**src/rtl/led_wheel_pkg.sv**
```systemverilog
// rtl/led_wheel_pkg.sv - shared state type, frame constants and sizing helper for the LED wheel sequencer
package led_wheel_pkg;

    typedef enum logic [2:0] {
        ST_IDLE,
        ST_START,
        ST_HDR,
        ST_PIX,
        ST_END
    } seq_state_t;

    localparam int         START_BYTES = 4;
    localparam logic [2:0] HDR_MARK    = 3'b111;
    localparam logic [7:0] END_FILL    = 8'hFF;

    // One 0xFF byte per 16 LEDs keeps the clock running long enough to push the last pixel out.
    function automatic int end_bytes(input int n_leds);
        return (n_leds + 15) / 16;
    endfunction

endpackage

```
**src/rtl/led_frame_sequencer_if.sv**
```systemverilog
// rtl/led_frame_sequencer_if.sv - frame RAM read port between the sequencer and the column RAM
interface led_frame_sequencer_if #(
    parameter int ADDR_WIDTH = 9,
    parameter int DATA_WIDTH = 8
);
    logic [ADDR_WIDTH-1:0] raddr;
    logic                  read_en;
    logic [DATA_WIDTH-1:0] rdata;

    modport master (output raddr, output read_en, input rdata);
    modport slave  (input raddr, input read_en, output rdata);
endinterface

```
**src/rtl/led_frame_sequencer_bit_serializer.sv**
```systemverilog
// rtl/led_frame_sequencer_bit_serializer.sv - bit-cell timer, MSB-first shifter and strip clock/data generation
module led_bit_serializer #(
    parameter int HALF_PERIOD = 2
) (
    input  logic       clk_sys,
    input  logic       n_reset,
    input  logic       clear_i,
    input  logic       load_i,
    input  logic [7:0] byte_i,
    output logic       led_clk_o,
    output logic       led_data_o,
    output logic       bit0_first_o,
    output logic       byte_done_o
);
    localparam int CELL  = 2 * HALF_PERIOD;
    localparam int CNT_W = (CELL > 1) ? $clog2(CELL) : 1;
    localparam logic [CNT_W-1:0] CNT_LAST = CNT_W'(CELL - 1);
    localparam logic [CNT_W-1:0] CNT_HIGH = CNT_W'(HALF_PERIOD);

    logic [CNT_W-1:0] cnt_q;
    logic [CNT_W-1:0] cnt_inc;
    logic [2:0]       bit_q;
    logic [7:0]       shift_q;
    logic             active_q;
    logic             clk_q;
    logic             last_cycle;

    assign cnt_inc      = cnt_q + 1'b1;
    assign last_cycle   = active_q && (cnt_q == CNT_LAST);
    assign byte_done_o  = last_cycle && (bit_q == 3'd0);
    assign bit0_first_o = active_q && (bit_q == 3'd0) && (cnt_q == '0);
    assign led_clk_o    = clk_q;
    assign led_data_o   = shift_q[7];

    // A load on the last cycle of a byte takes priority, which is what makes the stream gapless.
    always_ff @(posedge clk_sys or negedge n_reset) begin
        if (!n_reset) begin
            cnt_q    <= '0;
            bit_q    <= 3'd0;
            shift_q  <= 8'h00;
            active_q <= 1'b0;
            clk_q    <= 1'b0;
        end else if (clear_i) begin
            cnt_q    <= '0;
            bit_q    <= 3'd0;
            shift_q  <= 8'h00;
            active_q <= 1'b0;
            clk_q    <= 1'b0;
        end else if (load_i) begin
            cnt_q    <= '0;
            bit_q    <= 3'd7;
            shift_q  <= byte_i;
            active_q <= 1'b1;
            clk_q    <= 1'b0;
        end else if (last_cycle) begin
            cnt_q <= '0;
            clk_q <= 1'b0;
            if (bit_q == 3'd0) begin
                active_q <= 1'b0;
                shift_q  <= 8'h00;
            end else begin
                shift_q <= {shift_q[6:0], 1'b0};
                bit_q   <= bit_q - 3'd1;
            end
        end else if (active_q) begin
            cnt_q <= cnt_inc;
            clk_q <= (cnt_inc >= CNT_HIGH);
        end
    end

endmodule

```
**src/rtl/led_frame_sequencer.sv**
```systemverilog
// rtl/led_frame_sequencer.sv - column-to-APA102 frame sequencer: FSM, counters, RAM fetch and holding register
// Optional abort input enabled by defining LED_SEQ_ABORT_EN.
module led_frame_sequencer
    import led_wheel_pkg::*;
#(
    parameter int N_LEDS      = 160,
    parameter int ADDR_WIDTH  = 9,
    parameter int DATA_WIDTH  = 8,
    parameter int HALF_PERIOD = 2
) (
    input  logic                  clk_sys,
    input  logic                  n_reset,
    input  logic                  start,
    input  logic [4:0]            brightness,
`ifdef LED_SEQ_ABORT_EN
    input  logic                  abort,
`endif
    led_frame_sequencer_if.master ram,
    output logic                  led_clk,
    output logic                  led_data,
    output logic                  busy,
    output logic                  done
);
    localparam int END_BYTES = end_bytes(N_LEDS);
    localparam int BYTE_MAX  = (END_BYTES > START_BYTES) ? END_BYTES : START_BYTES;
    localparam int BYTE_W    = $clog2(BYTE_MAX);
    localparam int LED_W     = (N_LEDS > 1) ? $clog2(N_LEDS) : 1;

    generate
        if (3 * N_LEDS > 2 ** ADDR_WIDTH) begin : g_size_check
            $error("led_frame_sequencer: 3*N_LEDS does not fit in the RAM address space");
        end
        if (DATA_WIDTH != 8 || HALF_PERIOD < 1) begin : g_param_check
            $error("led_frame_sequencer: DATA_WIDTH must be 8 and HALF_PERIOD at least 1");
        end
    endgenerate

    seq_state_t            state_q, state_d;
    logic [LED_W-1:0]      led_q, led_d;
    logic [BYTE_W-1:0]     byte_q, byte_d;
    logic [4:0]            bright_q, bright_d;
    logic [7:0]            hold_q;
    logic                  rd_valid_q;
    logic [ADDR_WIDTH-1:0] raddr_q;
    logic                  done_q, done_d;

    logic                  ser_load, ser_clear, ser_bit0_first, ser_byte_done;
    logic [7:0]            ser_byte, pix_byte, hdr_byte;
    logic                  read_en;
    logic [ADDR_WIDTH-1:0] fetch_addr;

    led_bit_serializer #(.HALF_PERIOD(HALF_PERIOD)) u_serializer (
        .clk_sys      (clk_sys),
        .n_reset      (n_reset),
        .clear_i      (ser_clear),
        .load_i       (ser_load),
        .byte_i       (ser_byte),
        .led_clk_o    (led_clk),
        .led_data_o   (led_data),
        .bit0_first_o (ser_bit0_first),
        .byte_done_o  (ser_byte_done)
    );

    always_comb begin
        state_d    = state_q;
        led_d      = led_q;
        byte_d     = byte_q;
        bright_d   = bright_q;
        done_d     = 1'b0;
        ser_load   = 1'b0;
        ser_clear  = 1'b0;
        ser_byte   = 8'h00;
        read_en    = 1'b0;
        // When the fetch lands on the byte boundary itself the holding register is still stale.
        pix_byte   = rd_valid_q ? ram.rdata : hold_q;
        hdr_byte   = {HDR_MARK, bright_q};
        fetch_addr = ADDR_WIDTH'(32'(led_q) * 3 + ((state_q == ST_PIX) ? 32'(byte_q) + 1 : 0));

        unique case (state_q)
            ST_IDLE: begin
                if (start && !done_q) begin
                    bright_d = brightness;
                    led_d    = '0;
                    byte_d   = '0;
                    state_d  = ST_START;
                    ser_load = 1'b1;
                end
            end
            ST_START: begin
                if (ser_byte_done) begin
                    ser_load = 1'b1;
                    if (byte_q == BYTE_W'(START_BYTES - 1)) begin
                        state_d  = ST_HDR;
                        byte_d   = '0;
                        ser_byte = hdr_byte;
                    end else begin
                        byte_d = byte_q + 1'b1;
                    end
                end
            end
            ST_HDR: begin
                read_en = ser_bit0_first;
                if (ser_byte_done) begin
                    state_d  = ST_PIX;
                    byte_d   = '0;
                    ser_load = 1'b1;
                    ser_byte = pix_byte;
                end
            end
            ST_PIX: begin
                read_en = ser_bit0_first && (byte_q != BYTE_W'(2));
                if (ser_byte_done) begin
                    ser_load = 1'b1;
                    if (byte_q == BYTE_W'(2)) begin
                        byte_d = '0;
                        if (led_q == LED_W'(N_LEDS - 1)) begin
                            state_d  = ST_END;
                            ser_byte = END_FILL;
                        end else begin
                            led_d    = led_q + 1'b1;
                            state_d  = ST_HDR;
                            ser_byte = hdr_byte;
                        end
                    end else begin
                        byte_d   = byte_q + 1'b1;
                        ser_byte = pix_byte;
                    end
                end
            end
            ST_END: begin
                if (ser_byte_done) begin
                    if (byte_q == BYTE_W'(END_BYTES - 1)) begin
                        state_d = ST_IDLE;
                        done_d  = 1'b1;
                    end else begin
                        byte_d   = byte_q + 1'b1;
                        ser_load = 1'b1;
                        ser_byte = END_FILL;
                    end
                end
            end
            default: state_d = ST_IDLE;
        endcase

`ifdef LED_SEQ_ABORT_EN
        if (abort && (state_q != ST_IDLE)) begin
            state_d   = ST_IDLE;
            ser_clear = 1'b1;
            ser_load  = 1'b0;
            read_en   = 1'b0;
            done_d    = 1'b0;
        end
`endif
    end

    always_ff @(posedge clk_sys or negedge n_reset) begin
        if (!n_reset) begin
            state_q    <= ST_IDLE;
            led_q      <= '0;
            byte_q     <= '0;
            bright_q   <= 5'd0;
            hold_q     <= 8'h00;
            rd_valid_q <= 1'b0;
            raddr_q    <= '0;
            done_q     <= 1'b0;
        end else begin
            state_q    <= state_d;
            led_q      <= led_d;
            byte_q     <= byte_d;
            bright_q   <= bright_d;
            rd_valid_q <= read_en;
            done_q     <= done_d;
            if (read_en) begin
                raddr_q <= fetch_addr;
            end
            if (rd_valid_q) begin
                hold_q <= ram.rdata;
            end
        end
    end

    assign ram.read_en = read_en;
    assign ram.raddr   = read_en ? fetch_addr : raddr_q;
    assign busy        = (state_q != ST_IDLE);
    assign done        = done_q;

endmodule

```
**src/flat_wrapper.sv**
```systemverilog
// flat-port wrapper written by rule: the top's interface ports become plain ports
module led_frame_sequencer_flat import led_wheel_pkg::*;
#(
    parameter int N_LEDS      = 160,
    parameter int ADDR_WIDTH  = 9,
    parameter int DATA_WIDTH  = 8,
    parameter int HALF_PERIOD = 2
)
  (clk_sys, n_reset, start, brightness, led_clk, led_data, busy, done, ram_raddr, ram_read_en, ram_rdata);
  led_frame_sequencer_if #(.ADDR_WIDTH(ADDR_WIDTH), .DATA_WIDTH(DATA_WIDTH)) ram_i ();
  input  logic clk_sys;
  input  logic n_reset;
  input  logic start;
  input  logic [4:0] brightness;
  output logic led_clk;
  output logic led_data;
  output logic busy;
  output logic done;
  output wire logic [$bits(ram_i.raddr)-1:0] ram_raddr;
  output wire logic [$bits(ram_i.read_en)-1:0] ram_read_en;
  input wire logic [$bits(ram_i.rdata)-1:0] ram_rdata;
  assign ram_raddr = ram_i.raddr;
  assign ram_read_en = ram_i.read_en;
  assign ram_i.rdata = ram_rdata;
  led_frame_sequencer #(.N_LEDS(N_LEDS), .ADDR_WIDTH(ADDR_WIDTH), .DATA_WIDTH(DATA_WIDTH), .HALF_PERIOD(HALF_PERIOD)) u_core (.clk_sys(clk_sys), .n_reset(n_reset), .start(start), .brightness(brightness), .ram(ram_i), .led_clk(led_clk), .led_data(led_data), .busy(busy), .done(done));
endmodule
```
**config.mk**
```make
export PLATFORM = sky130hd
export DESIGN_NAME = led_frame_sequencer_flat
export DESIGN_NICKNAME = d
export VERILOG_FILES = /design/src/rtl/led_wheel_pkg.sv /design/src/rtl/led_frame_sequencer_if.sv /design/src/rtl/led_frame_sequencer_bit_serializer.sv /design/src/rtl/led_frame_sequencer.sv /design/src/flat_wrapper.sv
export SDC_FILE = /design/constraint.sdc
export NUM_CORES = 1
export LEC_CHECK = 0
export BUFFER_PORTS_ARGS = -buffer_cell sky130_fd_sc_hd__buf_2
export CORE_MARGIN = 2
export CORE_UTILIZATION = 55
export DETAILED_ROUTE_END_ITERATION = 16
export PLACE_DENSITY_LB_ADDON = 0.08
export RECOVER_POWER = 100
export SYNTH_ARGS = -nofsm -noshare
export SYNTH_HDL_FRONTEND = slang
export SYNTH_SLANG_ARGS = --single-unit
```
**constraint.sdc**
```tcl
create_clock -name clk_sys -period 5.2 [get_ports clk_sys]
set_input_delay 1.04 -clock clk_sys [delete_from_list [all_inputs] [get_ports clk_sys]]
set_output_delay 1.04 -clock clk_sys [all_outputs]
set_load 0.01 [all_outputs]
```
---- Yosys cells after proc, flatten, opt, wreduce, memory -nomap -nowiden ----
Index checks and enable logic that the tools add are counted.
word-level totals
  register bits ........................... 54
  bits in latches ......................... 0
  RAM bits ................................ 0
  memory bits (read-only) ................. 0
  output and inout bits ................... 14
  word-level logic and storage cells ...... 125
  memories kept ........................... 0
cells by class
  $add $sub $neg .......................... 6
  multipliers ............................. 1
  divide/modulo/power cells ............... 0
  $lt $le $gt $ge ......................... 1
  equal/unequal tests ..................... 21
  shifts and indexed selects .............. 0
  multiplexer cells ....................... 60
  bitwise gates (word level) .............. 0
  reduce and logical (&&, ||, !) cells .... 23
operators by type and width
  operator                                          number
  two-way mux 8 bit                                 15
  two-way mux 3 bit                                 12
  two-way mux 4 bit                                 8
  one-hot mux 8 bit (4 select lines)                1
  one-hot mux 4 bit (5 select lines)                1
  two-way mux 9 bit                                 2
  != test 2 x 1 -> 1 bit, second input constant     8
  one-hot mux 8 bit (2 select lines)                1
  one-hot mux 3 bit (5 select lines)                1
  two-way mux 1 bit                                 13
  adder 9 bit                                       1
  multiplier 8 x 2 -> 9 bit, second input constant  1
  adder 8 x 1 -> 8 bit, second input constant       1
  == test 4 x 2 -> 1 bit, second input constant     2
  == test 8 bit, second input constant              1
  AND reduction 8 bit                               1
  AND reduction 7 bit                               1
  == test 3 x 2 -> 1 bit, second input constant     2
  logical AND 1 bit                                 6
  logical NOT 3 bit                                 2
  two-way mux 2 bit                                 3
  != test 2 bit, second input constant              3
  AND reduction 2 bit                               3
  nonzero test 2 bit                                3
  19 further kinds                                  20

---- Longest topological paths before layout ----
Gate-level depths: netlist of the first run.
  depth in word-level cells ............... 7
  gate-level depth with buffers ........... 13
  mapped depth without buffers ............ 13

---- Hierarchy ----
From an unflattened synthesis of the first run, not the netlist that was laid out.
second synthesis, totals
  cell total of the unflattened synthesis .. 338
  area, all modules ....................... 3,399.5 um^2
modules (own cells, without submodules)
  module               instances  cells an instance  area each (um^2)  sequential area each (um^2)
  led_frame_sequencer  1          261                2,632.5           975.9
  led_bit_serializer   1          77                 767.0             350.3

---- Worst setup path before layout of the first run ----
No wires, ideal clock.
  path kind ............................... register to output
  start point ............................. register u_core.byte_q[0]
  end point ............................... output ram_raddr[7]
  arrival time ............................ 2.860 ns
  data required time ...................... 4.160 ns
  setup slack ............................. 1.300 ns
  stages on the path, launching flop included .. 14
  path through ............................ dfrtp_1 inv_1 ha_1 or2_2 fa_1 inv_1 ha_1 inv_1 fa_1 nor2b_1 o31a_1 o22ai_1 xor2_1 o21ai_1
on the way
  longest elaborated chain between the ends .. 4
RTL lines
  element                                                                   RTL line                                               text
  start: declaration                                                        led_frame_sequencer.sv:40                              logic [BYTE_W-1:0] byte_q, byte_d;
  start signal: assignment                                                  led_frame_sequencer.sv:169                             byte_q <= byte_d;
  adder 4 x 1 -> 5 bit / != test 4 x 2 -> 1 bit (equally long branches)     led_frame_sequencer.sv:77, led_frame_sequencer.sv:111
  two-way mux 9 bit / logical AND 1 bit (equally long branches)             led_frame_sequencer.sv:77, led_frame_sequencer.sv:111
  adder 9 bit / one-hot mux 1 bit (2 select lines) (equally long branches)  led_frame_sequencer.sv:77, led_frame_sequencer.sv:79
  two-way mux 9 bit *                                                       -
  end: declaration                                                          flat_wrapper.sv:19                                     output wire logic [$bits(ram_i.raddr)-1:0] ram_raddr;
Mark *: on every way between the ends. The rest lies on a longest branch, timed or not.

---- Worst setup path after layout of the first run ----
Ends and elaborated chain as after synthesis.

==> flow_summary.toml, run 1 <==
[run_status]
status = "finished, violations left"
violations = "max-capacitance violations, max-slew violations"

[critical_path]
reg2reg_from = "u_core.byte_q[0]"
critPathCaptureType = "output port"
critPathKind = "flip-flop to output port"
start_kind = "flip-flop"
path_cells = "inv_1 > ha_1 > or2_2 > fa_1 > inv_1 > ha_1 > inv_1 > fa_1 > nor2b_1 > o31a_1 > o22ai_1 > xor2_1 > o21ai_0 > clkbuf_1"
cp_slowest_cell = "dfrtp_1"
slowest_delay_ns = 0.45
crit_family = "adder cells"
arrival_ns = 3.51
required_ns = 4.16
rr_worst_depth = 13
crit_fanout = 7
crit_buf_inv = 4
r2r_slack_ns = 2.07
crit-reg2reg-capture = "u_core.raddr_q[7]"
cpMostUsedCell = "inv_1"

[placed_design]
placed_area_mm2 = 0.00338
io_buffers = 29
place_congestion = 0.839
dpl.hpwl_um = 4670
dp_cells = 418

[worst_hold_path]
hp-class = "flip-flop to flip-flop"
min_to = "u_core.bright_q[0]"
holdPathStages = 2
min-delay-start = "u_core.bright_q[0]"

[synthesis]
synth_ff_type = "dfrtp_1"
syn_area_mm2 = 0.00321
synth-seq-cells = 53
synth_edf_count = 0
syn_area_per_cell_um2 = 9.77
syn-instance-count = 329
ys_seq_area_share_pct = 41.3
ys_types = 57
yosys_warnings = 0
synth_nets = 373
synthArstFlopShare_pct = 100

[global_route]
grt_pass1_vias = 2383
antenna_found_initial = 0
grt_max_degree = 54
grt_first_pass_wirelength_um = 11000
grt_remaining_overflow = 0
grt_use_total_pct = 21.9

[sta]
worstMarginPinSlew_ns = 2.81
min_period_ns = 4.55
finalSetupTns_ns = 0
hold_violations = 0
maxSlewViolCount = 54
setup_violations = 0
fin_skew_ns = 0.00730
max_freq_mhz = 220
relSlewSlack_pct = -87.2
rsz0062_at_grt = "no"
finalCritPeriodShare_pct = 87.5
whs_ns = 0.488

[cells_and_area]
area_delta_synth_final_pct = 6.58
fin_nets = 397
stdcell_area_mm2 = 0.00343
drive_above_1_share_pct = 10.7
diodes = 0
stdcell_count = 426

[clock_tree]
root_buffer = "clkbuf_8"
h-tree-depth = 2
clockBufferDepth = 2
ctsHoldBuffers = 0
cts_resized = 0
cts_buffers = 5
clock_sinks = 53
cts_tree = "yes"
clkTransAtPathRegs_ns = 0.09
clk_latency_ns = 0.30
postCtsSetupRepairBufs = 0

[drt]
drt-total-wl_um = 6320
initialDrtViolationCount = 152
routed-via-count = 2358
drtAntennaViolNets = 0
wl_per_cell_um = 14.8
drtPass1Iterations = 4
drt-vias-per-instance = 5.54
drcViolationCount = 0

[floorplan]
dieArea_mm2 = 0.00647
ios = 30
die_x_um = 80.4
die_h_um = 80.4
fp-row-count = 27
initial_utilization_pct = 57.7
coreArea_mm2 = 0.00557

[pwr]
p_clk_share_pct = 22.3
internal-power_mw = 0.802
irDropWorstVdd_mv = 0.154
power.switching_mw = 0.450
p_total_mw = 1.25
powerDensity_mw_per_mm2 = 365
p_seq_share_pct = 45.1
p_sw_share_pct = 35.9
power.leakage_nw = 1.66
share_comb_of_total_power_pct = 32.5

[flow_run]
cap_violations = 1
[cells in the final DEF (no fill, tap or decap), drive strengths merged, types with 4 or more instances in the layout]
cell type,Yosys,final
inv,23,22
xor2,5,5
o21ai,21,21
xnor2,7,7
a21oi,15,15
dfrtp,53,53
nor2,25,25
a21o,4,4
ha,23,23
nor3,5,5
o22a,4,4
or2,5,5
nand3,8,8
buf,9,16
o21a,4,4
nand2b,13,13
mux2,12,12
fa,5,5
clkbuf,4,20
nand2,39,39
a31oi,5,5
[cell usage after synthesis, types with 5 or more instances]
library cell / number / area share (%)
fa_1: 5 / 3.1
a21oi_1: 13 / 2.0
a31oi_1: 5 / 0.97
o21ai_1: 5 / 0.78
o21ai_0: 16 / 2.5
nand3_1: 7 / 1.1
inv_1: 22 / 2.6
dfrtp_1: 53 / 41
nand2_1: 39 / 4.6
nor2_1: 25 / 2.9
ha_1: 23 / 9.0
nand2b_1: 13 / 2.5
mux2_2: 12 / 4.2
xnor2_1: 7 / 1.9
xor2_1: 5 / 1.4
[metal layers]
metal	wire length (um)	vias to the layer above	part of all wire, %	global-route usage (%)
li1	-	1177	-	-
met1	2980	1142	47	29.7
met2	3100	32	49	36.4
met3	164	7	2.6	3.60
met4	72	0	1.1	5.76
met5	0	-	0	0
[tightest hold or removal path: cells and delay by family, from the launching register on]
family           cells  cell delay (ns)
DFF                  1             0.36
and+or+nand+nor      2             0.11
[sequential cells by signal, summed over array words and instances, names as in the netlist]
signal                         flops
u_core.hold_q                      8
u_core.led_q                       8
u_core.rd_valid_q                  1
u_core.u_serializer.led_clk_o      1
u_core.done                        1
u_core.state_q                     3
u_core.bright_q                    5
u_core.u_serializer.active_q       1
u_core.raddr_q                     9
u_core.u_serializer.bit_q          3
u_core.u_serializer.shift_q        8
u_core.byte_q                      4
u_core.u_serializer.cnt_q          1
[worst max-delay path by stage]
stage          cells after the start             start            to
3_3_place_gp                      14  u_core.byte_q[0]  ram_raddr[7]
5_1_grt                           14  u_core.byte_q[0]  ram_raddr[7]
3_5_place_dp                      14  u_core.byte_q[0]  ram_raddr[7]
2_1_floorplan                     13  u_core.byte_q[0]  ram_raddr[7]
4_1_cts                           14  u_core.byte_q[0]  ram_raddr[7]
6_report                          14  u_core.byte_q[0]  ram_raddr[7]
[power by group through the flow]
stage	clock network, mW	registers, mW	logic, mW
5_1_grt	0.299	0.579	0.470
3_3_place_gp	0	0.572	0.417
3_5_place_dp	0	0.578	0.424
6_report	0.280	0.565	0.407
2_1_floorplan	0	0.546	0.365
4_1_cts	0.289	0.569	0.426
[final cells by class]
class / count / area [um^2]
fillers: 510 / 2150
multi-input cells: 240 / 1680
flip-flops and latches: 53 / 1330
clock inverters: 2 / 38.8
well taps: 72 / 90.1
clock buffers: 6 / 72.6
inverters: 23 / 86.3
repair buffers: 30 / 133
[cells by family (layout without fill, tap and decap cells)]
| group | Yosys count | count (layout) | synth area share [%] |
|---|---|---|---|
| AND/OR/NAND/NOR | 112 | 112 | 18.1 |
| AO/OA/AOI/OAI | 75 | 75 | 15.6 |
| flip-flops | 53 | 53 | 41.3 |
| buffers and inverters | 36 | 61 | 5.18 |
| adder cells (fa/ha/maj) | 28 | 28 | 12.1 |
| multiplexers | 13 | 13 | 4.52 |
| XOR/XNOR | 12 | 12 | 3.27 |
[stage by stage]
stage	utilization [%]	worst slack, ns
after floorplan	-	1.30
after global placement	60.6	1.12
after detailed placement	60.6	1.04
after CTS	62.6	0.677
after global routing	61.5	0.372
final	61.5	0.652
(Power assumes the default switching activity.)
==> run 2: changes to the inputs <==
--- a/config.mk
+++ b/config.mk
@@ -5,10 +5,10 @@
 export SDC_FILE = /design/constraint.sdc
 export NUM_CORES = 1
 export LEC_CHECK = 0
-export BUFFER_PORTS_ARGS = -buffer_cell sky130_fd_sc_hd__buf_2
 export CORE_MARGIN = 2
 export CORE_UTILIZATION = 55
 export DETAILED_ROUTE_END_ITERATION = 16
+export DONT_BUFFER_PORTS = 1
 export PLACE_DENSITY_LB_ADDON = 0.08
 export RECOVER_POWER = 100
 export SYNTH_ARGS = -nofsm -noshare
==> run 2 against run 1 <==
The flow now finishes without violations. Register-to-register slack got worse by 0.25 ns. Cell area fell by 4.3%. Combinational power is 7.1% lower. Total power decreased by 4.6%. Critical path type unchanged. Via count decreased by 4.3%. Non-clock buffer count is 30 lower. First-iteration DRC count decreased by 22%. Clock skew is 0.0037 ns higher. Global-route usage down 0.92 points.
==> flow_summary.toml, run 2 (same netlist as run 1, synthesis figures left out) <==
[run_status]
status = "complete, no violations"

[critical_path]
critPathCaptureType = "output port"
critPathKind = "flip-flop to output port"
r2r_slack_ns = 1.82
arrival_ns = 3.54
start_kind = "flip-flop"
rr_worst_depth = 13
crit_fanout = 7
reg2reg_from = "u_core.byte_q[0]"
required_ns = 4.16
crit-reg2reg-capture = "u_core.raddr_q[7]"

[cells_and_area]
drive_above_1_share_pct = 6.79
layout_commonest_cell = "dfrtp_1"
diodes = 0
fin_nets = 367
fillers = 498
regArea_mm2 = 0.00133
area_delta_synth_final_pct = 1.95
final_util_pct = 58.8
stdcell_area_mm2 = 0.00328
largest_reg_flops = 9
max_flop_register = "u_core.raddr_q"
mostFrequentLayoutCells = "dfrtp_1 (53), nand2_1 (39), nor2_1 (25)"
multi_input_area_mm2 = 0.00168

[drt]
drtPass1Iterations = 4
drt-total-wl_um = 6120
wl_per_cell_um = 15.5
met1_length_um = 2820
routed-wl-met3_um = 212
wl_met2_um = 3040
routed-via-count = 2257
drtAntennaViolNets = 0
drt-vias-per-instance = 5.70
drcViolationCount = 0
top_layer_used = "met4"
initialDrtViolationCount = 119

[flow_run]
cap_violations = 0

[floorplan]
ios = 30
die_x_um = 80.4
fp-row-count = 27
dieArea_mm2 = 0.00647
die_h_um = 80.4
coreArea_mm2 = 0.00557
initial_utilization_pct = 57.7

[clock_tree]
clk_latency_ns = 0.31
h-tree-depth = 2
root_buffer = "clkbuf_8"
cts_tree = "yes"
ctsHoldBuffers = 0
clkTransAtPathRegs_ns = 0.11
clockBufferDepth = 2
clock_sinks = 53
postCtsSetupRepairBufs = 0
cts_resized = 0
cts_buffers = 5

[sta]
worstMarginPinSlew_ns = 0.944
min_period_ns = 4.58
finalCritPeriodShare_pct = 88.0
setup_violations = 0
fin_skew_ns = 0.0110
max_freq_mhz = 219
maxSlewViolCount = 0
hold_violations = 0
rsz0062_at_grt = "no"
relSlewSlack_pct = 37.1
finalSetupTns_ns = 0

[global_route]
grt_max_degree = 54
antenna_found_initial = 0
grt_pass1_vias = 2166
grt_first_pass_wirelength_um = 10400
grt_remaining_overflow = 0
grt_use_total_pct = 21.0

[placed_design]
io_buffers = 0
placed_area_mm2 = 0.00322
place_congestion = 0.845
dpl.hpwl_um = 4540

[pwr]
irDropWorstVdd_mv = 0.177
power.leakage_nw = 1.57
p_seq_share_pct = 47.8
share_comb_of_total_power_pct = 31.7
power.switching_mw = 0.446
powerDensity_mw_per_mm2 = 364
p_sw_share_pct = 37.4
p_clk_share_pct = 20.5
internal-power_mw = 0.747

[worst_hold_path]
hp-class = "input pin to async pin"
==> run 2: per-stage QoR <==
stage | hold WS, ns | instances | power [mW] | setup slack [ns]
6_report | 0.405 | 396 | 1.19 | 0.625
5_1_grt | 0.377 | 396 | 1.29 | 0.385
2_1_floorplan | 0.440 | 329 | 0.910 | 1.30
3_5_place_dp | 0.464 | 388 | 0.978 | 1.05
4_1_cts | 0.393 | 396 | 1.23 | 0.694
3_3_place_gp | 0.458 | 388 | 0.965 | 1.16
==> run 2: how the worst max path moves through the flow <==
stage,startpoint,to
after floorplan,u_core.byte_q[0],ram_raddr[7]
after global placement,u_core.byte_q[0],ram_raddr[7]
after detailed placement,u_core.byte_q[0],ram_raddr[7]
after CTS,u_core.byte_q[0],ram_raddr[7]
after global routing,u_core.byte_q[0],ram_raddr[7]
final,u_core.byte_q[0],ram_raddr[7]
==> run 2: area by class of cell <==
type	instances	share of cell area (%)
clock inverter	3	0.802
inverter	23	2.63
clock buffer	5	2.10
multi-input combinational	240	51.2
sequential	53	40.5
tap	72	2.75
==> run 2: routing by layer <==
| metal | vias up | GRT usage [%] |
|---|---|---|
| li1 | 1118 | - |
| met1 | 1098 | 29.1 |
| met2 | 37 | 33.9 |
| met3 | 4 | 4.04 |
| met4 | 0 | 5.08 |
| met5 | - | 0 |
==> run 2: critical path: stages (launching register included) <==
cell and delay [ns]:
dfrtp_1 0.46, inv_1 0.07, ha_1 0.30, or2_2 0.31, fa_1 0.43, inv_1 0.07, ha_1 0.18, inv_1 0.06
fa_1 0.39, nor2b_1 0.16, o31a_1 0.16, o22ai_1 0.09, xor2_1 0.15, o21ai_0 0.39
==> run 2: power groups by stage <==
stage	Clock [mW]	Sequential, mW	Combinational, mW
global placement	0	0.576	0.389
CTS	0.256	0.575	0.397
detailed placement	0	0.584	0.394
global route	0.275	0.582	0.432
finish	0.245	0.570	0.378
floorplan	0	0.546	0.365
==> run 3: changes to the inputs <==
--- a/config.mk
+++ b/config.mk
@@ -5,6 +5,7 @@
 export SDC_FILE = /design/constraint.sdc
 export NUM_CORES = 1
 export LEC_CHECK = 0
+export CAP_MARGIN = 10
 export CORE_MARGIN = 2
 export CORE_UTILIZATION = 55
 export DETAILED_ROUTE_END_ITERATION = 16
==> constraint.sdc (replaced) <==
create_clock -name clk_sys -period 3.8 [get_ports clk_sys]
set_input_delay 0.76 -clock clk_sys [delete_from_list [all_inputs] [get_ports clk_sys]]
set_output_delay 0.76 -clock clk_sys [all_outputs]
set_load 0.01 [all_outputs]
==> run 3 against run 2 <==
The run now ends with negative setup slack left. Non-clock buffer count is 12 higher. Critical path type unchanged. Sequential share of layout area shrank 2.3 points. Sequential power rose by 32%. Largest power group unchanged. Cell area is 6.1% higher. Sequential cell count did not move. Clock power is 57% higher. Utilization grew 3.6 points. Global-route usage grew 0.23 points. Total power rose by 44%. Highest routed layer unchanged.
==> flow_summary.toml, run 3 (same netlist as run 1, synthesis figures left out) <==
[run_status]
status = "finished, violations left"
violations = "negative setup slack"

[global_route]
grt_first_pass_wirelength_um = 10700
grt_remaining_overflow = 0
grt_pass1_vias = 2265
grt_use_total_pct = 21.2
antenna_found_initial = 0
grt_max_degree = 54

[floorplan]
coreArea_mm2 = 0.00557
fp-row-count = 27
die_h_um = 80.4
dieArea_mm2 = 0.00647
ios = 30
initial_utilization_pct = 57.7
die_x_um = 80.4

[drt]
drtPass1Iterations = 4
drt-vias-per-instance = 5.71
initialDrtViolationCount = 129
drcViolationCount = 0
wl_per_cell_um = 15.6
drt-total-wl_um = 6360
routed-via-count = 2331
drtAntennaViolNets = 0

[cells_and_area]
layout_commonest_cell = "dfrtp_1"
fin_nets = 379
diodes = 0
largest_reg_flops = 9
area_delta_synth_final_pct = 8.21
max_flop_register = "u_core.raddr_q"
drive_above_1_share_pct = 14.3
mostFrequentLayoutCells = "dfrtp_1 (53), nand2_1 (39), nor2_1 (25)"

[worst_hold_path]
hp-class = "input pin to async pin"

[sta]
setup_violations = 2
rsz0062_at_grt = "yes"
relSlewSlack_pct = 35.7
maxSlewViolCount = 0
worstMarginPinSlew_ns = 0.965
min_period_ns = 3.82
fin_skew_ns = 0.0103
max_freq_mhz = 262
setup_ws_ns = -0.0208
finalCritPeriodShare_pct = 101
hold_violations = 0

[pwr]
irDropWorstVdd_mv = 0.215
power.leakage_nw = 1.66
p_total_mw = 1.72
powerDensity_mw_per_mm2 = 496

[critical_path]
crit_buf_inv = 3
crit_fanout = 3
slowest_delay_ns = 0.44
critPathKind = "flip-flop to output port"
start_kind = "flip-flop"
arrival_ns = 3.06
crit_family = "adder cells"
cpMostUsedCell = "inv_2"
cp_slowest_cell = "fa_1"
critPathCaptureType = "output port"
path_cells = "inv_1 > ha_1 > or2_4 > fa_1 > inv_2 > ha_4 > inv_2 > fa_2 > nor2b_2 > o31a_1 > o22ai_2 > xor2_1 > o21ai_2"
required_ns = 3.04

[clock_tree]
cts_tree = "yes"
clk_latency_ns = 0.30
clockBufferDepth = 2
cts_buffers = 5
clock_sinks = 53
h-tree-depth = 2
root_buffer = "clkbuf_8"
clkTransAtPathRegs_ns = 0.10

[placed_design]
dp_slack_ns = 0.0354
dpl.hpwl_um = 4600
place_congestion = 0.796
io_buffers = 0

[flow_run]
cap_violations = 0
## run 3: changes by cell type in the layout (fill, tap and decap cells not counted), moves of 3 or more
| cell | change |
|---|---|
| ha_1 | -4 |
| o21ai_0 | -5 |
| o21ai_2 | +3 |
| ha_4 | +3 |
| buf_4 | +10 |
## run 3: power breakdown
part	internal, mW	switching [mW]	total, mW
combinational	0.248	0.340	0.588
sequential	0.672	0.0792	0.751
clock	0.198	0.186	0.384
## run 3: worst reg2reg max path, stage by stage, from the launching register on
cell,delay [ns]
dfrtp_1,0.39
inv_1,0.06
ha_1,0.31
or2_4,0.23
fa_1,0.44
inv_2,0.08
ha_4,0.13
inv_2,0.04
fa_2,0.34
nor2b_2,0.13
o31a_1,0.19
o22ai_2,0.08
xor2_1,0.15
o21ai_2,0.19
## run 3: final cells by class
type	instances	area, um^2
Clock inverter	2	38.8
Inverter	23	86.3
Multi-Input combinational cell	240	1770
Clock buffer	6	72.6
Fill cell	482	2100
Tap cell	72	90.1
Timing Repair Buffer	12	90.1
Sequential cell	53	1330
## run 3: final timing paths
kind	start	endpoint	slack (ns)	depth (start not counted)
setup reg to reg	u_core.byte_q[0]	u_core.raddr_q[7]	0.93	13
min in group clk_sys	u_core.bright_q[1]	u_core.bright_q[1]	0.49	2
max in group asynchronous	n_reset	u_core.raddr_q[1]	3.55	0
hold / removal	n_reset	u_core.hold_q[0]	0.14	0
hold reg to reg	u_core.bright_q[1]	u_core.bright_q[1]	0.49	2
setup / recovery	u_core.byte_q[0]	ram_raddr[7]	-0.02	13
## run 3: repair_timing
action / 4_1_cts / 5_1_grt
resized for setup: 15 / 9
hold buffers: 0 / 0
pin swaps: 8 / 12
setup endpoints to repair: 4 / 6
setup buffers: 3 / 1
## run 3: routing by layer
metal  up-vias  track usage [%]  share of wire [%]
li1       1144                -                  -
met1      1149             27.5                 45
met2        34             36.8                 51
met3         4             3.60                2.7
met4         0             5.25               0.88
met5         -                0                  0
## run 3: metrics by stage
| step | utilization, % | hold WS [ns] | instances | instance area (um^2) | setup TNS [ns] |
|---|---|---|---|---|---|
| floorplan | - | 0.440 | 329 | 3210 | 0 |
| global placement | 58.9 | 0.466 | 396 | 3280 | 0 |
| detailed placement | 58.9 | 0.466 | 396 | 3280 | 0 |
| CTS | 62.3 | 0.127 | 407 | 3470 | -0.131 |
| global route | 62.4 | 0.117 | 408 | 3480 | -0.710 |
| finish | 62.4 | 0.140 | 408 | 3480 | -0.0284 |
